$ cat src/rtl/cpu_prog_feeder.sv
// cpu_prog_feeder: feeds a small instruction store into the lab 6 cpu over its load/s/w handshake
module cpu_prog_feeder #(
    parameter int ADDR_W  = 4,
    parameter int TIMEOUT = 63
) (
    input  logic              clk,
    input  logic              reset,
    input  logic              start,
    input  logic [ADDR_W:0]   prog_len,
    input  logic              prog_we,
    input  logic [ADDR_W-1:0] prog_addr,
    input  logic [15:0]       prog_data,
    input  logic              cpu_w,
    output logic [15:0]       cpu_in,
    output logic              cpu_load,
    output logic              cpu_s,
    output logic              busy,
    output logic              done,
    output logic              err,
    output logic [ADDR_W-1:0] pc,
    output logic [ADDR_W:0]   exec_count
);
    localparam int DEPTH = 1 << ADDR_W;
    localparam int WD_W  = $clog2(TIMEOUT + 1);

    typedef enum logic [2:0] {IDLE, LOAD, START, EXEC, DONE, ERR} state_t;

    state_t            state_q, state_d;
    logic [ADDR_W-1:0] pc_q, pc_d, pc_nx;
    logic [ADDR_W:0]   cnt_q, cnt_d, len_q, len_d, len_clamp;
    logic [15:0]       in_q, in_d, mem0;
    logic [WD_W-1:0]   wd_q, wd_d;
    logic [15:0]       mem [DEPTH];
    logic              wr_ok, wd_expired, last;

    assign wr_ok      = prog_we && (state_q == IDLE || state_q == DONE || state_q == ERR);
    assign len_clamp  = (prog_len > (ADDR_W+1)'(DEPTH)) ? (ADDR_W+1)'(DEPTH) : prog_len;
    // a write to address 0 in the same cycle as start must be seen by the first fetch
    assign mem0       = (wr_ok && prog_addr == '0) ? prog_data : mem[0];
    assign wd_expired = wd_q == WD_W'(TIMEOUT - 1);
    assign last       = {1'b0, pc_q} == len_q - 1'b1;
    assign pc_nx      = pc_q + 1'b1;

    // instruction store, writable only while no program is running
    always_ff @(posedge clk) begin
        if (wr_ok) mem[prog_addr] <= prog_data;
    end

    // state and datapath registers
    always_ff @(posedge clk) begin
        if (reset) begin
            state_q <= IDLE;
            pc_q    <= '0;
            cnt_q   <= '0;
            len_q   <= '0;
            in_q    <= '0;
            wd_q    <= '0;
        end else begin
            state_q <= state_d;
            pc_q    <= pc_d;
            cnt_q   <= cnt_d;
            len_q   <= len_d;
            in_q    <= in_d;
            wd_q    <= wd_d;
        end
    end

    // next-state: sequencing, instruction fetch and watchdog
    always_comb begin
        state_d = state_q;
        pc_d    = pc_q;
        cnt_d   = cnt_q;
        len_d   = len_q;
        in_d    = in_q;
        wd_d    = wd_q;
        case (state_q)
            IDLE, ERR: begin
                if (start && len_clamp == '0) begin
                    state_d = DONE;
                end else if (start && cpu_w) begin
                    len_d   = len_clamp;
                    pc_d    = '0;
                    cnt_d   = '0;
                    in_d    = mem0;
                    state_d = LOAD;
                end
            end
            LOAD: begin
                wd_d    = '0;
                state_d = START;
            end
            START: begin
                if (!cpu_w) begin
                    wd_d    = '0;
                    state_d = EXEC;
                end else if (wd_expired) begin
                    state_d = ERR;
                end else begin
                    wd_d = wd_q + 1'b1;
                end
            end
            EXEC: begin
                if (cpu_w) begin
                    cnt_d = cnt_q + 1'b1;
                    if (last) begin
                        state_d = DONE;
                    end else begin
                        pc_d    = pc_nx;
                        in_d    = mem[pc_nx];
                        state_d = LOAD;
                    end
                end else if (wd_expired) begin
                    state_d = ERR;
                end else begin
                    wd_d = wd_q + 1'b1;
                end
            end
            DONE:    state_d = IDLE;
            default: state_d = IDLE;
        endcase
    end

    // outputs decoded from registered state only
    always_comb begin
        cpu_load   = state_q == LOAD;
        cpu_s      = state_q == START;
        busy       = state_q == LOAD || state_q == START || state_q == EXEC;
        done       = state_q == DONE;
        err        = state_q == ERR;
        pc         = pc_q;
        exec_count = cnt_q;
        cpu_in     = in_q;
    end
endmodule
$ cat config.mk
export PLATFORM = sky130hd
export DESIGN_NAME = cpu_prog_feeder
export DESIGN_NICKNAME = d
export VERILOG_FILES = /design/src/rtl/cpu_prog_feeder.sv
export SDC_FILE = /design/constraint.sdc
export NUM_CORES = 1
export LEC_CHECK = 0
export ABC_CLOCK_PERIOD_IN_PS = 7050
export BUFFER_PORTS_ARGS = -buffer_cell sky130_fd_sc_hd__buf_2
export CAP_MARGIN = 20
export CORE_AREA = 2 2 139 141
export CTS_CLUSTER_DIAMETER = 40
export DETAILED_ROUTE_END_ITERATION = 10
export DIE_AREA = 0 0 141 143
export PLACE_DENSITY = 0.83
export REMOVE_ABC_BUFFERS = 1
export SYNTH_ARGS = -nofsm -noshare
export SYNTH_HDL_FRONTEND = slang
export SYNTH_SLANG_ARGS = --single-unit
export TNS_END_PERCENT = 10
$ cat constraint.sdc
create_clock -name clk -period 7.05 [get_ports clk]
set_input_delay 0 -clock clk [delete_from_list [all_inputs] [get_ports clk]]
set_output_delay 0 -clock clk [all_outputs]
set_load 0.005 [all_outputs]
==> results.json, run 1 <==
{
  "clkTransAtPathRegs_ps": 60,
  "worstPathArrival_ps": 3740,
  "finalCritPeriodShare_pct": 47.5,
  "post_synth.cell_area_avg_sq_um": 17.0,
  "worstHoldStart": "prog_addr[3]",
  "cp.required_ps": 7440,
  "cts_tree": "built",
  "fin_skew_ps": 15.8,
  "syn2layout_area_growth_pct": 18.1,
  "io_pins": 60,
  "hold_slack_ps": 80.2,
  "start_util_pct": 64.6,
  "grt_use_met2_pct": 51.7,
  "drv_cap": 0,
  "die_w_microns": 141,
  "drive_gt1_share_pct": 26.4,
  "insertedDiodeCount": 0,
  "gr-usage-met3_pct": 6.37,
  "synth-edff-count": 256,
  "grt_pass1_vias": 7612,
  "status": "complete, no violations",
  "clk_latency_ps": 520,
  "crit_slowest_cell": "nand4_1",
  "tns_ps": 0,
  "htree_levels": 2,
  "die-area_sq_um": 20200,
  "route.detailed.drc": 0,
  "dp.cells": 982,
  "finalCriticalPeriod_ps": 3350,
  "worst_pin_slew_ps": 1090,
  "grt_overflow": 0,
  "grt_pass1_wl_microns": 45100,
  "timing.rr.end": "cpu_in[13]",
  "finalNonFillerCells": 1080,
  "endpoint_kind": "flip-flop",
  "grt_max_degree": 66,
  "vias": 7392,
  "cpLargestDelayFamily": "simple AND/OR/NAND/NOR gates",
  "slowest_delay_ps": 760,
  "vias_per_cell": 6.84,
  "ff2ff_setup_slack_ps": 3700,
  "ys_warn_count": 0,
  "drv_slew": 0,
  "cts_resized": 0,
  "fin_util_pct": 76.3,
  "synth_cell_types": 54,
  "p_per_area_nw_per_um2": 288,
  "hold_path_end": "mem[14][13]",
  "p_leak_nw": 4.72,
  "grt-busiest-layer": "met2",
  "placement.io_buffers": 59,
  "max_clock_freq_ghz": 0.298,
  "crit_fanout": 19,
  "dp_hpwl_microns": 15600,
  "layout_commonest_cell": "edfxtp_1",
  "dieHeight_microns": 143,
  "rsz0062_at_grt": "false",
  "dr.pass1.iters": 5,
  "use_met1_pct": 38.6,
  "p_total_mw": 4.09,
  "critPathBufInv": 2,
  "synth_flop_cell": "edfxtp_1",
  "crit_chain": "nand2b_1 > nand4_1 > clkinv_1 > buf_4 > nand2_1 > nand3_1 > a32o_1",
  "syn-cell-area_sq_um": 12000,
  "cts.sinks": 295,
  "hold_path_depth": 3,
  "timing.slew.headroom_pct": 27.3,
  "num-nets-final": 856,
  "setup_viol": 0,
  "grt_util_all_layers_pct": 30.5,
  "syn_inst": 707,
  "reg2reg_depth": 7,
  "ant_nets": 0,
  "worstSetupPathType": "reg -> reg",
  "synthArstFlopShare_pct": 0,
  "core_area_sq_um": 18600,
  "cts_buffers": 36,
  "crit-reg2reg-launch": "state_q[0]",
  "routabilityCongestion": 0.876,
  "ir_worst_vdd_v": 0.000236,
  "std_cell_rows": 50,
  "avgRoutedWirePerCell_microns": 27.5,
  "grt_antenna_before_repair": 0,
  "clockRootBuffer": "clkbuf_16",
  "synth-seq-cells": 295,
  "final_hold_viol_count": 0,
  "layout_common_cells": "edfxtp_1, nand2_1, mux4_2",
  "hp-class": "in -> reg",
  "cp-start-kind": "flip-flop",
  "n_fill_cell": 996,
  "initialDrtViolationCount": 889,
  "drt-total-wl_microns": 29700,
  "cts-root-to-sink-buffers": 3,
  "yosysSeqAreaShare_pct": 70.5
}
[repair_timing]
item / CTS / global route
endpoints found under the hold margin: 274 / 0
setup buffers: 0 / 0
hold buffers: 32 / 0
[how the worst max path moves through the flow]
stage | start | endpoint | cells after the start
final | state_q[0] | cpu_in[13] | 7
after global routing | state_q[0] | cpu_in[13] | 7
after floorplan | pc[0] | cpu_in[14] | 5
after CTS | state_q[0] | cpu_in[13] | 7
after detailed placement | pc[0] | cpu_in[6] | 6
after global placement | pc[0] | cpu_in[14] | 6
[layer usage]
metal / up-vias / share of wire [%]
li1: 3060 / -
met1: 3735 / 35
met2: 502 / 51
met3: 95 / 9.5
met4: 0 / 4.0
met5: - / 0
[Yosys cell counts, drive strengths merged (5+ instances only)]
master,n,area share (%)
edfxtp,256,64
nand2,83,2.6
mux4,64,12
dfxtp,39,6.5
nand3,33,1.4
a21oi,26,1.3
nor2,24,0.77
buf,22,1.3
clkbuf,18,0.57
a32oi,17,1.2
a32o,16,1.3
mux2i,16,1.3
nor3,10,0.51
o21ai,10,0.42
inv,6,0.19
or3,6,0.31
ha,5,0.52
nor4,5,0.39
xor2,5,0.36
[metrics by stage]
| step | area, sq um | worst slack [ps] |
|---|---|---|
| after floorplan | 11800 | 1340 |
| after detailed placement | 12600 | 3980 |
| after global placement | 12600 | 4070 |
| after global routing | 14200 | 3580 |
| after CTS | 14100 | 3880 |
| final | 14200 | 3700 |
[area by class of cell]
| type | count | area [sq um] | share of cell area [%] |
|---|---|---|---|
| timing repair buffer | 116 | 811 | 5.72 |
| multi-input combinational | 365 | 3340 | 23.6 |
| clock buffer | 44 | 962 | 6.79 |
| clock inverter | 19 | 265 | 1.87 |
| inverter | 7 | 26.3 | 0.185 |
| sequential | 295 | 8470 | 59.8 |
| tap | 234 | 293 | 2.07 |
[power by group]
group	internal [mW]	switching [mW]	total, mW
registers	1.93	0.0244	1.96
logic	0.0822	0.142	0.225
clock network	1.17	0.735	1.91
total	3.19	0.902	4.09
[worst reg2reg max path: stages, from the launching register on]
cell      delay [ps]
dfxtp_1          570
nand2b_1         220
nand4_1          760
clkinv_1         740
buf_4            440
nand2_1          120
nand3_1           90
a32o_1           290
[state kept, by name, summed over array words and instances (netlist names)]
register	count
mem	256
cpu_in	16
wd_q	6
exec_count	5
len_q	5
pc	4
state_q	3
[cells by family after synthesis]
logic type / synth area share, %
AO/OA/AOI/OAI: 5.33
XOR/XNOR: 0.771
adder cells (fa/ha/maj): 0.521
buffers and inverters: 2.07
flip-flops: 70.5
multiplexers: 13.3
AND/OR/NAND/NOR: 7.42
(Power assumes the default switching activity.)
==> run 2: changes to the inputs <==
ABC_CLOCK_PERIOD_IN_PS = 3000   (was 7050)
CORE_AREA = 2 2 151 153   (was 2 2 139 141)
DIE_AREA = 0 0 153 155   (was 0 0 141 143)
PLACE_DENSITY = 0.75   (was 0.83)
clock period = 3 ns   (was 7.05 ns; I/O delays follow)
==> run 2 against run 1 <==
Compared with the run above: via count shrank 2.8%; clock skew fell by 0.67 ps; non-clock buffer count down 2; register-to-register slack worse by 3500 ps; power grew 130%; first-iteration DRC count down 0.56%; sequential power grew 130%; global-route usage shrank 7.1 points; die area grew 18%; maximum frequency is 20% higher; flip-flop and latch count unchanged; highest routed layer unchanged.
==> results.json, run 2 (synthesis results as in run 1) <==
{
  "placed_area_sq_um": 12700,
  "finalNonFillerCells": 1130,
  "largest_reg_flops": 256,
  "clockRootBuffer": "clkbuf_16",
  "post-cts-setup-buffers": 0,
  "syn2layout_area_growth_pct": 18.6,
  "grt_max_degree": 70,
  "std_cell_rows": 55,
  "ir_worst_vdd_v": 0.000485,
  "clk_latency_ps": 520,
  "dieHeight_microns": 155,
  "initialDrtViolationCount": 884,
  "cp-start-kind": "flip-flop",
  "num-nets-final": 854,
  "placement.io_buffers": 59,
  "vias_per_cell": 6.36,
  "worst_slack_ps": 216,
  "p_total_mw": 9.40,
  "dp_slack_ps": 480,
  "grt_pass1_wl_microns": 42500,
  "vias": 7182,
  "cts.sinks": 295,
  "endpoint_kind": "flip-flop",
  "final_hold_viol_count": 0,
  "max_clock_freq_ghz": 0.359,
  "clkTransAtPathRegs_ps": 50,
  "fin_util_pct": 64.1,
  "routabilityCongestion": 0.846,
  "layout_common_cells": "edfxtp_1, nand2_1, mux4_2",
  "rsz0062_at_grt": "false",
  "cp.required_ps": 3400,
  "tns_ps": 0,
  "finalCritPeriodShare_pct": 92.8,
  "cts_resized": 0,
  "dp.cells": 1034,
  "fin_skew_ps": 15.1,
  "cts-root-to-sink-buffers": 3,
  "startpoint": "state_q[2]",
  "ant_nets": 0,
  "ctsHoldBuffers": 32,
  "die-area_sq_um": 23700,
  "grt_util_all_layers_pct": 23.5,
  "die_w_microns": 153,
  "worstHoldStart": "start",
  "insertedDiodeCount": 0,
  "dp_hpwl_microns": 16700,
  "worstPathArrival_ps": 3190,
  "worstSetupPathType": "reg -> reg",
  "dr.pass1.iters": 6,
  "core_area_sq_um": 22200,
  "hold_slack_ps": 37.8,
  "layout_commonest_cell": "edfxtp_1",
  "start_util_pct": 54.0,
  "worst_pin_slew_ps": 883,
  "grt_overflow": 0,
  "htree_levels": 2,
  "timing.slew.headroom_pct": 40.8,
  "drv_slew": 0,
  "grt_antenna_before_repair": 0,
  "p_leak_nw": 4.68,
  "finalInstanceArea_sq_um": 14200,
  "finalCriticalPeriod_ps": 2780,
  "grt_pass1_vias": 7394,
  "setup_viol": 0,
  "route.detailed.drc": 0,
  "avgRoutedWirePerCell_microns": 24.3,
  "cts_tree": "built",
  "status": "complete, no violations",
  "p_per_area_nw_per_um2": 660,
  "drv_cap": 0,
  "io_pins": 60,
  "cts_buffers": 36,
  "crit_fanout": 14,
  "hp-class": "in -> reg",
  "top_register": "mem",
  "drt-total-wl_microns": 27400,
  "crit-reg2reg-launch": "state_q[2]",
  "drive_gt1_share_pct": 27.5
}
==> run 2: critical path, stage by stage, from the launching register on <==
cell and delay [ps]:
dfxtp_1 420, or2_2 410, a21oi_4 280, nand2_1 170, a32oi_1 190, dlygate4sd3_1 580
nor2_1 40, dlygate4sd3_1 570
==> run 2: worst paths after layout <==
check | slack [ps] | end | depth (start not counted)
setup / recovery | 220 | len_q[1] | 7
hold reg to reg | 520 | len_q[4] | 2
hold / removal | 40 | len_q[4] | 5
setup reg to reg | 220 | len_q[1] | 7
==> run 2: final cells by class <==
class / instances / area, sq um
flip-flops and latches: 295 / 8470
multi-input cells: 365 / 3370
fillers: 1459 / 7990
inverters: 7 / 26.3
well taps: 285 / 357
clock inverters: 22 / 231
clock buffers: 42 / 955
repair buffers: 114 / 826
==> run 2: report_power, final <==
| group | switching (mW) | internal, mW | total [mW] |
|---|---|---|---|
| Sequential | 0.0537 | 4.54 | 4.59 |
| Combinational | 0.333 | 0.195 | 0.527 |
| Clock | 1.70 | 2.58 | 4.28 |
| Total | 2.09 | 7.31 | 9.40 |
==> run 2: layer usage <==
| metal | vias up | part of all wire (%) | GRT usage (%) |
|---|---|---|---|
| met1 | 3662 | 37 | 29.4 |
| met2 | 369 | 52 | 41.8 |
| met5 | - | 0 | 0 |
| met4 | 0 | 3.4 | 8.73 |
| met3 | 80 | 6.9 | 3.70 |
| li1 | 3071 | - | - |
==> run 3: changes to the inputs <==
ABC_CLOCK_PERIOD_IN_PS = 2250   (was 3000)
clock period = 2.25 ns   (was 3 ns; I/O delays follow)
==> run 3 against run 2 <==
Compared with the run above: clock skew is 4.9 ps higher; critical endpoint is now cpu_in[8]; largest power group unchanged; combinational power up 46%; flip-flop and latch count is the same; critical path type unchanged; sequential power up 33%.
==> results.json, run 3 (synthesis results as in run 1) <==
{
  "status": "complete, no violations",
  "n_fill_cell": 1451,
  "slowest_delay_ps": 530,
  "grt_pass1_wl_microns": 42900,
  "p_sw_share_pct": 22.4,
  "routabilityCongestion": 0.842,
  "finalNonFillerCells": 1159,
  "clkTransAtPathRegs_ps": 60,
  "ant_nets": 0,
  "grt_use_met2_pct": 38.1,
  "dp_slack_ps": -148,
  "max_clock_freq_ghz": 0.463,
  "p_per_area_nw_per_um2": 881,
  "cts-root-to-sink-buffers": 3,
  "grt_max_degree": 42,
  "drive_gt1_share_pct": 30.7,
  "grt_antenna_before_repair": 0,
  "cp.required_ps": 2660,
  "worst_slack_ps": 88.1,
  "drv_slew": 0,
  "num-nets-final": 880,
  "route.detailed.drc": 0,
  "fin_skew_ps": 20.0,
  "switchingPower_mw": 2.89,
  "seqPwrFrac_pct": 47.4,
  "ir_worst_vdd_v": 0.000767,
  "syn2layout_area_growth_pct": 21.8,
  "grt_pass1_vias": 7293,
  "hold_path_depth": 5,
  "initialDrtViolationCount": 761,
  "p_total_mw": 12.9,
  "regArea_sq_um": 8470,
  "cts_tree": "built",
  "placement.io_buffers": 59,
  "tns_ps": 0,
  "timing.slew.headroom_pct": 48.6,
  "start_util_pct": 54.0,
  "clockRootBuffer": "clkbuf_16",
  "avgRoutedWirePerCell_microns": 24.3,
  "endpoint_kind": "flip-flop",
  "finalCriticalPeriod_ps": 2160,
  "dp.cells": 1062,
  "crit-reg2reg-launch": "pc[0]",
  "finalCritPeriodShare_pct": 96.1,
  "vias": 7262,
  "dp_hpwl_microns": 16100,
  "drt-total-wl_microns": 28100,
  "timing.rr.end": "cpu_in[8]",
  "die-area_sq_um": 23700,
  "internal_power_mw": 10.0,
  "grt_overflow": 0,
  "dieHeight_microns": 155,
  "hp-class": "in -> reg",
  "crit_fanout": 41,
  "worstSetupPathType": "reg -> reg",
  "fin_util_pct": 65.8,
  "rsz0062_at_grt": "true",
  "grt_util_all_layers_pct": 24.1,
  "io_pins": 60,
  "largest_reg_flops": 256,
  "top_register": "mem",
  "die_w_microns": 153,
  "hold_path_end": "state_q[0]",
  "cp-start-kind": "flip-flop",
  "drv_cap": 0,
  "multi_input_area_sq_um": 3380,
  "worst_pin_slew_ps": 769,
  "layout_common_cells": "edfxtp_1, nand2_1, mux4_2",
  "p_comb_share_pct": 6.0,
  "vias_per_cell": 6.27,
  "crit_chain": "buf_12 > buf_6 > mux4_2 > mux2i_1 > a32oi_1 > a32o_1",
  "ff2ff_setup_slack_ps": 90,
  "setup_viol": 0,
  "layout_commonest_cell": "edfxtp_1",
  "std_cell_rows": 55,
  "worstHoldStart": "start",
  "clk_latency_ps": 530,
  "grt-busiest-layer": "met2",
  "insertedDiodeCount": 0,
  "worstPathArrival_ps": 2570,
  "reg2reg_depth": 6,
  "gr-usage-met3_pct": 4.48,
  "dr.pass1.iters": 5,
  "cts_buffers": 37,
  "htree_levels": 2,
  "use_met1_pct": 33.8,
  "crit_slowest_cell": "mux4_2",
  "p_leak_nw": 4.87,
  "core_area_sq_um": 22200,
  "final_hold_viol_count": 0,
  "pwr-share-clk_pct": 46.7,
  "cts.sinks": 295
}
[run 3: cell types whose count changed in the layout (fill, tap and decap cells not counted), sizes merged]
cell / before / now
inv: 14 / 16
clkbuf: 42 / 43
buf: 82 / 111
clkinvlp: 3 / 6
clkinv: 9 / 7
dlygate4sd3: 32 / 28
[run 3: how the worst max path moves through the flow]
stage	cells after the start	start	endpoint	slack [ps]
floorplan	5	pc[0]	cpu_in[14]	-3460
global placement	7	len_q[0]	cpu_in[10]	-20
detailed placement	7	len_q[0]	cpu_in[8]	-150
CTS	9	len_q[0]	cpu_in[8]	50
global route	9	len_q[0]	cpu_in[13]	1
finish	6	pc[0]	cpu_in[8]	90
[run 3: power groups by stage]
| stage | Sequential [mW] | Clock [mW] | Combinational, mW |
|---|---|---|---|
| finish | 6.10 | 6.01 | 0.768 |
| global route | 6.11 | 6.31 | 0.828 |
| CTS | 6.10 | 6.08 | 0.754 |
| detailed placement | 6.21 | 0 | 0.703 |
| global placement | 6.21 | 0 | 0.666 |
| floorplan | 6.23 | 0 | 0.349 |
[run 3: repair_timing]
| item | CTS | global route |
|---|---|---|
| resized for setup | 1 | 5 |
| setup buffers | 1 | 0 |
| pin swaps | 1 | 0 |
| setup endpoints to repair | 16 | 17 |
| hold buffers | 28 | 0 |
| endpoints found under the hold margin | 273 | 0 |
[run 3: layout make-up]
class / count / share of cell area, %
inverter: 7 / 0.180
tap: 285 / 2.44
multi-input combinational: 365 / 23.1
clock inverter: 25 / 1.77
clock buffer: 43 / 6.91
sequential: 295 / 57.9
timing repair buffer: 139 / 7.65
[run 3: worst max-delay path, delay by kind of cell (launching register included)]
| kind | cells | cell delay, ps |
|---|---|---|
| AO/OA/AOI/OAI | 2 | 370 |
| buffers and inverters | 2 | 580 |
| multiplexers | 2 | 710 |
| flip-flops | 1 | 370 |
[run 3: per-stage QoR]
stage                     area (sq um)  hold slack [ps]
after floorplan                  11800             69.1
after global placement           13000              289
after detailed placement         13000              304
after CTS                        14600             39.0
after global routing             14600             91.6
final                            14600             74.3
[run 3: metal layers]
layer / share of wire, % / vias to the layer above
li1: - / 3110
met1: 40 / 3677
met2: 48 / 403
met3: 8.7 / 72
met4: 3.1 / 0
met5: 0 / -
